File: src/rtl/any1_pkg.sv
// Shared types and constants for the ANY-1 TLB miss walker: FSM states,
// fault codes, PTE bit positions and TLB entry field layout.
package any1_pkg;

    typedef enum logic [2:0] {
        IDLE,
        BUS,
        CHECK,
        WRITE,
        DONE,
        FAULT,
        INVAL
    } state_e;

    localparam logic [1:0] FAULT_NONE = 2'd0;
    localparam logic [1:0] FAULT_PTE  = 2'd1;
    localparam logic [1:0] FAULT_BUS  = 2'd2;

    // PTE layout (source of the fill)
    localparam int PTE_V_BIT   = 52;
    localparam int PTE_G_BIT   = 55;
    localparam int PTE_ACR_LSB = 48;

    // TLB entry layout (destination of the fill)
    localparam int ENT_ASID_LSB = 56;
    localparam int ENT_G_BIT    = 55;
    localparam int ENT_ACR_LSB  = 48;
    localparam int ENT_TAG_LSB  = 32;

    // Virtual address split: index = vaddr[23:14], tag = vaddr[AWID-1:24]
    localparam int VPN_LSB = 14;
    localparam int TAG_LSB = 24;
    localparam int IDX_W   = 10;

endpackage

File: src/rtl/any1_tlb_entry_fmt.sv
// Combinational TLB entry builder: merges PTE, virtual tag and ASID into the
// 64-bit word written into the ANY-1 TLB. Also usable for software-fill checks.
module any1_tlb_entry_fmt
    import any1_pkg::*;
#(
    parameter int AWID = 32
) (
    input  logic [63:0]     pte_i,
    input  logic [AWID-1:0] vaddr_i,
    input  logic [7:0]      asid_i,
    output logic [63:0]     entry_o
);

    localparam int PPN_W = AWID - 14;
    localparam int TAG_W = AWID - TAG_LSB;

    always_comb begin
        // NOTE: assigning a full default first means no path leaves a bit
        // unassigned, so this block can never infer a latch.
        entry_o                         = '0;
        entry_o[ENT_ASID_LSB +: 8]      = asid_i;
        entry_o[ENT_G_BIT]              = pte_i[PTE_G_BIT];
        entry_o[ENT_ACR_LSB +: 4]       = pte_i[PTE_ACR_LSB +: 4];
        entry_o[ENT_TAG_LSB +: TAG_W]   = vaddr_i[AWID-1:TAG_LSB];
        entry_o[PPN_W-1:0]              = pte_i[PPN_W-1:0];
    end

    // PTE/vaddr bits that have no place in the entry
    logic unused_bits;
    assign unused_bits = ^{pte_i[63:56], pte_i[54:52], pte_i[47:PPN_W],
                           vaddr_i[TAG_LSB-1:0]};

endmodule

File: src/rtl/any1_tlb_walker.sv
// ANY-1 hardware TLB-miss walker: one PTE fetch over the bus, entry build,
// round-robin way write. Optional invalidate-all sweep: ANY1_TLBW_INVAL_EN.
module any1_tlb_walker
    import any1_pkg::*;
#(
    parameter int AWID    = 32,
    parameter int BUS_TMO = 255    // 1..255, fits the 8-bit timeout counter
) (
    input  logic            clk_i,
    input  logic            rst_ni,
    input  logic            miss_i,
    input  logic [AWID-1:0] miss_adr_i,
    input  logic [7:0]      asid_i,
    input  logic [AWID-1:0] ptbr_i,
    input  logic            inv_i,
    output logic            busy_o,
    output logic            done_o,
    output logic            fault_o,
    output logic [1:0]      fault_code_o,
    output logic            cyc_o,
    output logic            stb_o,
    output logic [AWID-1:0] adr_o,
    input  logic            ack_i,
    input  logic [63:0]     dat_i,
    output logic            tlben_o,
    output logic            wrtlb_o,
    output logic [11:0]     tlbadr_o,
    output logic [63:0]     tlbdat_o
);

    localparam int VPN_W = AWID - VPN_LSB;

    state_e           state_q, state_d;
    logic [VPN_W-1:0] vpn_q, vpn_d;
    logic [7:0]       asid_q, asid_d;
    logic [63:0]      pte_q, pte_d;
    logic [1:0]       way_q, way_d;
    logic [7:0]       tmo_q, tmo_d;
    logic             busy_q, busy_d;
    logic             done_q, done_d;
    logic             fault_q, fault_d;
    logic [1:0]       fault_code_q, fault_code_d;
    logic             cyc_q, cyc_d;
    logic [AWID-1:0]  adr_q, adr_d;
    logic             wr_q, wr_d;
    logic [11:0]      tlbadr_q, tlbadr_d;
    logic [63:0]      tlbdat_q, tlbdat_d;
    logic [63:0]      entry;

    any1_tlb_entry_fmt #(.AWID(AWID)) u_fmt (
        .pte_i   (pte_q),
        .vaddr_i ({vpn_q, {VPN_LSB{1'b0}}}),
        .asid_i  (asid_q),
        .entry_o (entry)
    );

    always_comb begin
        state_d      = state_q;
        vpn_d        = vpn_q;
        asid_d       = asid_q;
        pte_d        = pte_q;
        way_d        = way_q;
        tmo_d        = tmo_q;
        busy_d       = busy_q;
        done_d       = 1'b0;
        fault_d      = 1'b0;
        fault_code_d = fault_code_q;
        cyc_d        = cyc_q;
        adr_d        = adr_q;
        wr_d         = 1'b0;
        tlbadr_d     = tlbadr_q;
        tlbdat_d     = tlbdat_q;

        case (state_q)
            IDLE: begin
                if (miss_i) begin
                    vpn_d        = miss_adr_i[AWID-1:VPN_LSB];
                    asid_d       = asid_i;
                    adr_d        = ptbr_i + AWID'({miss_adr_i[AWID-1:VPN_LSB], 3'b000});
                    cyc_d        = 1'b1;
                    busy_d       = 1'b1;
                    tmo_d        = '0;
                    fault_code_d = FAULT_NONE;
                    state_d      = BUS;
                end
`ifdef ANY1_TLBW_INVAL_EN
                else if (inv_i) begin
                    tlbadr_d = '0;
                    tlbdat_d = '0;
                    wr_d     = 1'b1;
                    busy_d   = 1'b1;
                    state_d  = INVAL;
                end
`endif
            end
            BUS: begin
                tmo_d = tmo_q + 8'd1;
                // ack wins over a timeout expiring on the same edge
                if (ack_i) begin
                    pte_d   = dat_i;
                    cyc_d   = 1'b0;
                    state_d = CHECK;
                end else if (tmo_d == 8'(BUS_TMO)) begin
                    cyc_d        = 1'b0;
                    busy_d       = 1'b0;
                    fault_d      = 1'b1;
                    fault_code_d = FAULT_BUS;
                    state_d      = FAULT;
                end
            end
            CHECK: begin
                if (!pte_q[PTE_V_BIT]) begin
                    busy_d       = 1'b0;
                    fault_d      = 1'b1;
                    fault_code_d = FAULT_PTE;
                    state_d      = FAULT;
                end else begin
                    tlbadr_d = {way_q, vpn_q[IDX_W-1:0]};
                    tlbdat_d = entry;
                    wr_d     = 1'b1;
                    state_d  = WRITE;
                end
            end
            WRITE: begin
                way_d   = way_q + 2'd1;
                busy_d  = 1'b0;
                done_d  = 1'b1;
                state_d = DONE;
            end
            DONE:  state_d = IDLE;
            FAULT: state_d = IDLE;
`ifdef ANY1_TLBW_INVAL_EN
            INVAL: begin
                if (tlbadr_q == 12'hFFF) begin
                    way_d   = '0;
                    busy_d  = 1'b0;
                    done_d  = 1'b1;
                    state_d = DONE;
                end else begin
                    tlbadr_d = tlbadr_q + 12'd1;
                    wr_d     = 1'b1;
                end
            end
`endif
            default: state_d = IDLE;
        endcase
    end

    always_ff @(posedge clk_i) begin
        // NOTE: reset is synchronous and clears every register, data holders
        // included, so all outputs read zero right after the reset edge.
        if (!rst_ni) begin
            state_q      <= IDLE;
            vpn_q        <= '0;
            asid_q       <= '0;
            pte_q        <= '0;
            way_q        <= '0;
            tmo_q        <= '0;
            busy_q       <= 1'b0;
            done_q       <= 1'b0;
            fault_q      <= 1'b0;
            fault_code_q <= FAULT_NONE;
            cyc_q        <= 1'b0;
            adr_q        <= '0;
            wr_q         <= 1'b0;
            tlbadr_q     <= '0;
            tlbdat_q     <= '0;
        end else begin
            // NOTE: non-blocking updates let every flop sample the pre-edge
            // value of every other flop, independent of statement order.
            state_q      <= state_d;
            vpn_q        <= vpn_d;
            asid_q       <= asid_d;
            pte_q        <= pte_d;
            way_q        <= way_d;
            tmo_q        <= tmo_d;
            busy_q       <= busy_d;
            done_q       <= done_d;
            fault_q      <= fault_d;
            fault_code_q <= fault_code_d;
            cyc_q        <= cyc_d;
            adr_q        <= adr_d;
            wr_q         <= wr_d;
            tlbadr_q     <= tlbadr_d;
            tlbdat_q     <= tlbdat_d;
        end
    end

    assign busy_o       = busy_q;
    assign done_o       = done_q;
    assign fault_o      = fault_q;
    assign fault_code_o = fault_code_q;
    assign cyc_o        = cyc_q;
    assign stb_o        = cyc_q;
    assign adr_o        = adr_q;
    assign tlben_o      = wr_q;
    assign wrtlb_o      = wr_q;
    assign tlbadr_o     = tlbadr_q;
    assign tlbdat_o     = tlbdat_q;

    logic unused_in;
`ifdef ANY1_TLBW_INVAL_EN
    assign unused_in = ^miss_adr_i[VPN_LSB-1:0];
`else
    assign unused_in = ^{miss_adr_i[VPN_LSB-1:0], inv_i};
`endif

endmodule

File: config.mk
export PLATFORM = sky130hd
export DESIGN_NAME = any1_tlb_walker
export DESIGN_NICKNAME = d
export VERILOG_FILES = /design/src/rtl/any1_pkg.sv /design/src/rtl/any1_tlb_entry_fmt.sv /design/src/rtl/any1_tlb_walker.sv
export SDC_FILE = /design/constraint.sdc
export NUM_CORES = 1
export LEC_CHECK = 0
export BUFFER_PORTS_ARGS = -buffer_cell sky130_fd_sc_hd__clkbuf_2
export CAP_MARGIN = 25
export CORE_MARGIN = 1.5
export CORE_UTILIZATION = 55
export DETAILED_ROUTE_END_ITERATION = 7
export HOLD_SLACK_MARGIN = 0.05
export PLACE_DENSITY = 0.91
export SETUP_SLACK_MARGIN = 0.05
export SLEW_MARGIN = 25
export SYNTH_ARGS = -nofsm -noshare
export SYNTH_HDL_FRONTEND = slang
export SYNTH_SLANG_ARGS = --single-unit
File: constraint.sdc
create_clock -name clk_i -period 4.8 [get_ports clk_i]
set_input_delay 0 -clock clk_i [delete_from_list [all_inputs] [get_ports clk_i]]
set_output_delay 0 -clock clk_i [all_outputs]
set_load 0.03 [all_outputs]
==> results.cfg <==
[run_status]
status = finished clean

[worst_setup_path]
cp_max_fo = 12
timing.critical_path.arrival_ns = 3.64
ff2ff_setup_slack_ns = 1.79
crit_type = input pin to register
startpoint_type = input pin
end_kind = register
cp.required_ns = 5.11

[die]
initial_utilization_pct = 56.4
die_y_um = 120
ios = 258
die_w_um = 120
fp.coreArea_um2 = 13300
dieArea_um2 = 14300
num_rows = 42

[pwr]
p_int_w = 0.00252
p_clk_share_pct = 44.6
p_comb_share_pct = 15.8
p_sw_share_pct = 26.6
leakage_nw = 4.07
cellPowerDensity_nw_per_um2 = 354
power_frac_seq_pct = 39.6
switchingPower_w = 0.000914
vdd_ir_drop_max_v = 0.000252

[route]
drc = 0
drt-wirelength-per-cell_um = 16.1
drt-total-wl_um = 21200
dr_total_vias = 7288
drt_iter0_markers = 549
ant_nets = 0
firstDrtPassIters = 5
vias_per_cell = 5.56

[clocking]
cts_tree = done
cts_resized = 0
cts_buffer_depth = 2
cts_hold_buf = 73
clk_pin_slew_ns = 0.06
clkSinkCount = 153
insertion_delay_ns = 0.42
clockRootBuffer = clkbuf_16
htreeDepth = 4
cts_setup_buffers = 0
cts_made_buffers = 17

[timing]
setup_viol = 0
period_share_pct = 69.3
finClkSkew_ns = 0.00439
clock.fmax_ghz = 0.301
tightest_slew_ns = 0.926
fin_crit_ns = 3.33
setup_tns_ns = 0
timing.final.hold_violations = 0
max_slew_margin_pct = 38.1
grt_setup_unrepaired = false
drv_slew = 0
holdWs_ns = 0.0930

[layout]
mostFrequentLayoutCells = nand2_1, clkbuf_2, dfxtp_1, a21boi_0, dlygate4sd3_1
syn_to_final_growth_pct = 29.5
drive_gt1_share_pct = 21.6
layout_commonest_cell = nand2_1
fillers = 899
nets = 1282

[global_route]
grt_start_max_net_pins = 89
grt_pass1_vias = 6973
track_usage_pct = 29.5
grt-ovfl-total = 0
antenna_found_initial = 1
grt_pass1_wl_um = 33800

[synthesis]
ys_seq_elements = 153
async_flop_share_pct = 0
synth_edf_count = 0
yosysSeqAreaShare_pct = 40.9
netlist_instances = 905
synth_cell_types = 71
ys_warn_count = 0
synth_flop_cell = dfxtp_1
netlist_area_um2 = 7500
avgSynthCellArea_um2 = 8.28

[placed_design]
gp_congestion = 0.899
dpl.hpwl_um = 12200
io_buffers = 177

[flow_run]
max_cap_viol_count = 0

[min_path]
hold_path.class = input pin to register
-- per-layer routing --
layer	vias up	track usage, %	share of wire [%]
met5	-	0	0
met4	0	15.3	4.1
li1	3486	-	-
met1	3393	34.8	40
met2	337	50.4	49
met3	72	6.13	6.9
-- critical path, cell delays in order --
cell and delay, ns:
dlygate4sd3_1 0.54, clkbuf_2 0.11, ha_1 0.21, inv_1 0.07, fa_1 0.40, and2b_2 0.29, o2111ai_4 0.15, a21boi_2 0.25
o2111ai_2 0.37, a2111oi_0 0.52, a211oi_1 0.14, dlygate4sd3_1 0.59
-- registers in the layout, summed over array words and instances, names as in the netlist, 2 cells and up --
signal	flops
tlbdat_o	39
adr_o	32
pte_q	24
vpn_q	18
tlbadr_o	12
asid_q	8
tmo_q	8
state_q	3
fault_code_o	2
way_q	2
-- stage by stage --
stage | cell area [µm²] | total power [W] | instances | utilization [%] | setup WS (ns)
CTS | 9700 | 0.00343 | 1309 | 73.0 | 1.61
global placement | 8290 | 0.00185 | 1204 | 62.4 | 2.35
floorplan | 7590 | 0.00175 | 929 | - | 2.81
finish | 9710 | 0.00344 | 1310 | 73.0 | 1.47
global route | 9710 | 0.00355 | 1310 | 73.0 | 1.19
detailed placement | 8290 | 0.00186 | 1204 | 62.4 | 2.25
-- kinds of logic after synthesis --
family / Yosys count / synth area share, %
xor gates and xnor gates: 13 / 1.52
buffers and inverters: 98 / 6.83
and+or+nand+nor: 367 / 21.5
AOI/OAI and AO/OA: 247 / 24.9
adders and majority gates: 21 / 3.61
DFF: 153 / 40.9
other: 1 / 0.0500
muxes: 5 / 0.734
-- synth_stat cells (all sizes together), types with 6 or more instances --
cell	instances	share of area, %
xnor2	9	1.1
and2	13	1.1
o211ai	9	0.97
a21o	9	0.92
inv	14	0.70
nand2	253	13
o211a	6	0.80
o21a	7	0.80
nor3	7	0.53
dfxtp	153	41
and3	8	0.67
buf	47	4.3
a21boi	112	11
nand3b	9	0.90
nor2	29	1.5
nand3	28	1.9
o21ai	30	2.1
clkbuf	37	1.9
ha	20	3.3
a211oi	8	1.1
a21oi	32	2.2
-- power by group through the flow --
stage | clock network, W | logic (W) | registers [W]
2_1_floorplan | 0 | 0.000308 | 0.00144
3_3_place_gp | 0 | 0.000462 | 0.00138
3_5_place_dp | 0 | 0.000473 | 0.00139
4_1_cts | 0.00154 | 0.000527 | 0.00136
5_1_grt | 0.00160 | 0.000584 | 0.00137
6_report | 0.00153 | 0.000543 | 0.00136
-- final timing paths --
| check | start | endpoint | cells after the start |
|---|---|---|---|
| worst max-delay path | miss_adr_i[14] | adr_o[29] | 12 |
| worst min-delay path | ptbr_i[10] | adr_o[10] | 4 |
| worst max register to register | state_q[0] | adr_o[24] | 7 |
| worst min register to register | pte_q[15] | pte_q[15] | 2 |
-- area by class of cell --
class,count,area [µm²],area share [%]
Inverter,14,52.6,0.541
Clock inverter,14,243,2.50
Timing Repair Buffer,256,1660,17.1
Antenna cell,1,2.50,0.0258
Clock buffer,18,439,4.52
Sequential cell,153,3060,31.6
Multi-Input combinational cell,678,4020,41.4
Tap cell,176,220,2.27
Note: power is estimated with default switching activity, not from simulation.
